File: src/rtl/sc_reg_countdown.sv
// Loadable down-counter with programmable prescaler, one-cycle terminal-count
// pulse and optional auto-reload of the last loaded value.
module sc_reg_countdown #(
  parameter int RegCOUNTDOWN_DATAWIDTH  = 8,
  parameter int RegCOUNTDOWN_PRESCALE   = 1,
  parameter int RegCOUNTDOWN_AUTORELOAD = 0
) (
  input  logic                              SC_RegCOUNTDOWN_CLOCK_50,
  input  logic                              SC_RegCOUNTDOWN_RESET_InLow,
  input  logic                              SC_RegCOUNTDOWN_clear_InLow,
  input  logic                              SC_RegCOUNTDOWN_load_InLow,
  input  logic                              SC_RegCOUNTDOWN_enable_InLow,
  input  logic [RegCOUNTDOWN_DATAWIDTH-1:0] SC_RegCOUNTDOWN_data_InBUS,
  output logic [RegCOUNTDOWN_DATAWIDTH-1:0] SC_RegCOUNTDOWN_data_OutBUS,
  output logic                              SC_RegCOUNTDOWN_zero_OutLow,
  output logic                              SC_RegCOUNTDOWN_tc_OutHigh,
  output logic                              SC_RegCOUNTDOWN_running_OutHigh
);

  localparam int W = RegCOUNTDOWN_DATAWIDTH;

  typedef enum logic [1:0] {IDLE, RUN, DONE} state_t;

  state_t         state, stateNext;
  logic [W-1:0]   count, countNext;
  logic [W-1:0]   reload, reloadNext;
  logic           tc, tcNext;
  logic           advance;
  logic           presWrap;

  // An enabled RUN cycle; clear/load override it through priority below.
  assign advance = (state == RUN) && !SC_RegCOUNTDOWN_enable_InLow;

  generate
    if (RegCOUNTDOWN_PRESCALE > 1) begin : gPres
      localparam int PW = $clog2(RegCOUNTDOWN_PRESCALE);
      logic [PW-1:0] pres;

      assign presWrap = (pres == PW'(RegCOUNTDOWN_PRESCALE - 1));

      always_ff @(posedge SC_RegCOUNTDOWN_CLOCK_50 or negedge SC_RegCOUNTDOWN_RESET_InLow) begin
        if (!SC_RegCOUNTDOWN_RESET_InLow) begin
          pres <= '0;
        end else if (!SC_RegCOUNTDOWN_clear_InLow || !SC_RegCOUNTDOWN_load_InLow) begin
          pres <= '0;
        end else if (advance) begin
          pres <= presWrap ? '0 : pres + 1'b1;
        end
      end
    end else begin : gNoPres
      assign presWrap = 1'b1;
    end
  endgenerate

  always_ff @(posedge SC_RegCOUNTDOWN_CLOCK_50 or negedge SC_RegCOUNTDOWN_RESET_InLow) begin
    if (!SC_RegCOUNTDOWN_RESET_InLow) begin
      state  <= IDLE;
      count  <= '0;
      reload <= '0;
      tc     <= 1'b0;
    end else begin
      state  <= stateNext;
      count  <= countNext;
      reload <= reloadNext;
      tc     <= tcNext;
    end
  end

  always_comb begin
    stateNext  = state;
    countNext  = count;
    reloadNext = reload;
    tcNext     = 1'b0;
    if (!SC_RegCOUNTDOWN_clear_InLow) begin
      stateNext = IDLE;
      countNext = '0;
    end else if (!SC_RegCOUNTDOWN_load_InLow) begin
      countNext  = SC_RegCOUNTDOWN_data_InBUS;
      reloadNext = SC_RegCOUNTDOWN_data_InBUS;
      stateNext  = (SC_RegCOUNTDOWN_data_InBUS != '0) ? RUN : DONE;
    end else begin
      case (state)
        IDLE: ;
        RUN: begin
          if (advance && presWrap) begin
            if (count > W'(1)) begin
              countNext = count - 1'b1;
            end else if (RegCOUNTDOWN_AUTORELOAD != 0) begin
              countNext = reload;
              tcNext    = 1'b1;
            end else begin
              countNext = '0;
              stateNext = DONE;
              tcNext    = 1'b1;
            end
          end
        end
        DONE:    countNext = '0;
        default: stateNext = IDLE;
      endcase
    end
  end

  assign SC_RegCOUNTDOWN_data_OutBUS     = count;
  assign SC_RegCOUNTDOWN_zero_OutLow     = (count != '0);
  assign SC_RegCOUNTDOWN_tc_OutHigh      = tc;
  assign SC_RegCOUNTDOWN_running_OutHigh = (state == RUN);

endmodule
File: config.mk
export PLATFORM = sky130hd
export DESIGN_NAME = sc_reg_countdown
export DESIGN_NICKNAME = d
export VERILOG_FILES = /design/src/rtl/sc_reg_countdown.sv
export SDC_FILE = /design/constraint.sdc
export NUM_CORES = 1
export LEC_CHECK = 0
export BUFFER_PORTS_ARGS = -buffer_cell sky130_fd_sc_hd__buf_2
export CAP_MARGIN = 0
export CORE_MARGIN = 8
export CORE_UTILIZATION = 36
export CTS_BUF_LIST = sky130_fd_sc_hd__clkbuf_8
export CTS_CLUSTER_DIAMETER = 200
export DETAILED_ROUTE_END_ITERATION = 16
export MAX_ROUTING_LAYER = met4
export PLACE_DENSITY = 0.61
export SYNTH_ARGS = -nofsm -noshare
export SYNTH_HDL_FRONTEND = slang
export SYNTH_SLANG_ARGS = --single-unit
File: constraint.sdc
create_clock -name SC_RegCOUNTDOWN_CLOCK_50 -period 1.7 [get_ports SC_RegCOUNTDOWN_CLOCK_50]
set_input_delay 0.17 -clock SC_RegCOUNTDOWN_CLOCK_50 [delete_from_list [all_inputs] [get_ports SC_RegCOUNTDOWN_CLOCK_50]]
set_output_delay 0.17 -clock SC_RegCOUNTDOWN_CLOCK_50 [all_outputs]
set_load 0.02 [all_outputs]
* Yosys cells after proc, flatten, opt, wreduce, memory -nomap -nowiden
Index checks and enable logic that the tools add are counted. W data, S select, Z words.
Storage, ports and cells: flip-flop bits (word level) 11, bits of input ports 13, output and inout port bits 11, logic and storage cells 35
Cells by class: $add $sub $neg 1, order comparisons 1, equal/unequal tests 6, muxes and demuxes 16, reduce and logical (&&, ||, !) cells 8
Operators by type and width (count):
- $mux W8 | 4
- $pmux W8 S2 | 1
- $reduce_bool A8 Y1 | 2
- $mux W2 | 5
- $gt A8 B1 Y1 const B | 1
- $sub A8 B1 Y8 const B | 1
- $mux W1 | 5
- $ne A4 B2 Y1 const B | 1
- $ne A4 B3 Y1 const B | 1
- $ne A4 B4 Y1 const B | 1
- $pmux W2 S2 | 1
- $ne A3 B3 Y1 const B | 1
- $reduce_and A3 Y1 | 1
- $eq A2 B1 Y1 const B | 1
- $eq A2 B2 Y1 const B | 1
- $logic_not A2 Y1 | 1
- $reduce_and A2 Y1 | 1
- $reduce_or A2 Y1 | 1
- $logic_and A1 B1 Y1 | 1
- $logic_not A1 Y1 | 1

* Logic depth before layout (Yosys ltp)
word-level depth 6, mapped depth 6, mapped depth without buffers 6

* Worst setup path before layout
OpenSTA, ideal clock, no wires.
kind register to register, start point register count[0], in the netlist SC_RegCOUNTDOWN_data_OutBUS[0], end point register state[1], setup time 0.126 ns, data arrival time 1.439 ns, data required time 1.574 ns, setup slack 0.135 ns, cell stages (with the launch flop) 6, path buffers 0, clock period less this slack 1.565 ns, cells stage by stage dfrtp_1 > inv_1 > ha_1 > o211ai_4 > nor2_2 > o311a_1
On the way: longest elaborated chain between the ends 3
Ends and longest elaborated chain:
- from (decl) | line 25 | logic [W-1:0] count, countNext;
- from (signal assigned) | line 63 | count <= countNext;
- $gt A8 B1 Y1 | line 86 | if (count > W'(1)) begin
- $ne A4 B4 Y1 (no source line)
- $reduce_and A3 Y1 (no source line)
- to (signal assigned) | line 62 | state <= stateNext;
- to (decl) | line 24 | state_t state, stateNext;
No other way between the ends. A chain may end at the register's enable or synchronous reset.

* Worst setup path in the final report
Ends and elaborated chain as after synthesis.

==> qor.txt <==
outcome - complete, no violations
clk_skew - 0.00109 ns
Clk pwr share - 30.0%
Fmax - 637 MHz
slowest stage cell, crit path - dfrtp_1
IO Count - 24
Port Buffer Count - 23
Final period util - 92.3%
fin cells - 142
total gr overflow - 0
syn_nets - 105
Crit path largest cell delay - 0.46 ns
WP buf/inv - 1
synthesized cell area - 788 µm²
Vias per Instance - 5.64
clk_lat worst skew - 0.24 ns
Reg clk slew, reported paths - 0.05 ns
ant diodes - 0
antenna-violating nets left - 0
share of the synthesized area in the top cell type - 34.9%
final hold vios - 0
sequential element share of the synthesized area - 34.9%
htree depth - 1
antenna violations before repair - 0
compound-gate portion of the synthesized area - 21.7%
Synth Instances - 86
CP arrival - 1.69 ns
Initial DRC Count - 26
gr usage total - 12.2%
post-route DRC violation count - 0
post-synthesis simple-gate area fraction - 27.3%
Crit Path Class - reg -> reg
clock sink count - 11
Critical Path End Type - register
Worst Path Max Fanout - 7
Final Routed Wirelength - 2210 µm
min Tclk post-route - 1.57 ns
CORE AREA - 0.00215 mm²
first-pass GRT wire length - 3800 µm
setup tns final - 0 ns
unrepaired setup endpoints after global routing - false
Main synth FF type - dfrtp_1
Final nets - 134
Commonest cells post-synth - dfrtp_1, nand2_1, ha_1, o21ai_0
Max Slew Vio Count - 0
worst min path class - in -> reg
routed len/inst - 15.6 µm
Setup-failing EPs final - 0
power share of the sequential group - 38.4%
total iterations of the first detailed-routing run - 4
Comb pwr share - 31.6%
number of global-route vias before repair - 822
final hold slack - 0.144 ns
largest buffer count on any clock path - 2
post-synthesis xor/xnor area fraction - 1.11%
Post-synth EDFFs - 0
starting density of the core - 36.7%
area leader, netlist - dfrtp_1
Switching Share - 35.1%
CTS tree - yes
hpwl dp - 1730 µm
ys async rst share - 100%
Worst EP required - 1.82 ns
Die X - 62.8 µm
CP delay by family, top - compound AO/OA/AOI/OAI gates
library cells used by synthesis - 34
cells along the critical path - inv_1 > ha_1 > o211ai_4 > nor2_2 > o311a_1
Die Ht - 62.8 µm
ranking of synthesized cells by area - dfrtp_1, ha_1, nand2_1
flip-flop and latch count after synthesis - 11
pwr dens - 836 mW/mm²
type of origin of the critical path - register
maximum vdd drop - 818 µV
Avg Cell Area, Syn - 9.17 µm²
Slew Limit Headroom - 68.1%
number of max-cap violations - 0
Num CTS Buffers - 3
area delta synth->final - 27.6%
clk root buf - clkbuf_8
site row count - 17
Lkg Pwr - 0.469 nW
largest net degree at the start of global routing - 12
Worst-Margin Slew - 0.477 ns
GP Congestion - 0.870
Inst Count DP - 137
YS warnings - 0
switching pwr - 0.295 mW
die footprint - 0.00394 mm²
fraction of layout cells with a size suffix above 1 - 31.6%
Post-Synth Adder-Cell Area - 9.52%
largest family of logic cells by synthesized area - simple AND/OR/NAND/NOR gates
vias - 801
total internal power - 0.546 mW
mux cell area share after synthesis - 2.54%
## state kept, by name, indices dropped and copies added, names as in the netlist
| register | count |
|---|---|
| SC_RegCOUNTDOWN_data_OutBUS | 8 |
| state | 2 |
| SC_RegCOUNTDOWN_tc_OutHigh | 1 |
## repair_timing
action,CTS,global route
hold endpoints to repair,11,0
setup endpoints to repair,0,4
hold buffers,1,0
resized for setup,0,3
buffers inserted,0,0
## layer usage
metal / track usage (%) / vias up / wire length [µm]
li1: - / 380 / -
met1: 13.1 / 379 / 950
met2: 19.4 / 35 / 1070
met3: 5.02 / 7 / 145
met4: 5.13 / 0 / 44
met5: - / - / 0
## power by group through the flow
stage | Clock, mW | Sequential (mW) | Combinational [mW]
after floorplan | 0 | 0.341 | 0.153
after global placement | 0 | 0.323 | 0.257
after detailed placement | 0 | 0.325 | 0.257
after CTS | 0.258 | 0.321 | 0.263
after global routing | 0.274 | 0.328 | 0.295
final | 0.252 | 0.323 | 0.265
## layout make-up
cell class	instances	area, µm²
multi-input cells	69	499
well taps	28	35.0
fillers	221	1140
inverters	5	18.8
clock inverters	1	3.75
repair buffers	25	133
flip-flops and latches	11	275
clock buffers	3	41.3
## through the flow
step / total power [mW] / util, % / cell area (µm²) / setup slack [ns]
3_5_place_dp: 0.582 / 43.9 / 942 / 0.0992
2_1_floorplan: 0.493 / - / 788 / 0.135
6_report: 0.841 / 46.8 / 1010 / 0.131
5_1_grt: 0.897 / 46.8 / 1010 / 0.0193
4_1_cts: 0.842 / 46.4 / 997 / 0.0770
3_3_place_gp: 0.580 / 43.9 / 942 / 0.147
## cells in the final DEF (no fill, tap or decap)
cell            n
o311ai_2        1
and3b_1         1
or3_1           1
o211ai_1        1
o311ai_1        1
clkbuf_8        3
a22oi_1         4
o21ai_1         2
inv_1           6
nor3_1          2
a41oi_1         1
nor2_1          5
o311a_1         1
and3_4          1
and2b_1         1
nand4_1         1
nor3_2          1
ha_1            6
nand2_2         1
nand3_1         4
xor2_1          1
nor4_4          1
nor4_1          3
buf_2          23
dfrtp_1        11
dlygate4sd3_1   1
a21oi_1         4
nor2b_2         1
o211ai_4        1
nand2_1        11
buf_4           1
nand3b_1        1
nor4b_2         1
o21ai_0         6
a32oi_1         1
nor2_2          1
mux2i_1         2
## final timing paths
check	startpoint	endpoint	slack, ns	cells past startpoint
worst min register to register	state[1]	state[1]	0.59	1
max in group asynchronous	SC_RegCOUNTDOWN_RESET_InLow	SC_RegCOUNTDOWN_data_OutBUS[0]	1.16	2
min in group asynchronous	SC_RegCOUNTDOWN_RESET_InLow	SC_RegCOUNTDOWN_data_OutBUS[7]	0.33	2
worst min-delay path	SC_RegCOUNTDOWN_enable_InLow	SC_RegCOUNTDOWN_tc_OutHigh	0.14	2
worst max register to register	SC_RegCOUNTDOWN_data_OutBUS[0]	state[1]	0.13	5
worst max-delay path	SC_RegCOUNTDOWN_data_OutBUS[0]	state[1]	0.13	5
## kinds of logic after synthesis
logic type | after synthesis
simple gates | 37
compound gates | 23
flops | 11
buf+inv | 6
fa+ha+maj | 6
mux | 2
xor+xnor | 1
(Power assumes the default switching activity.)
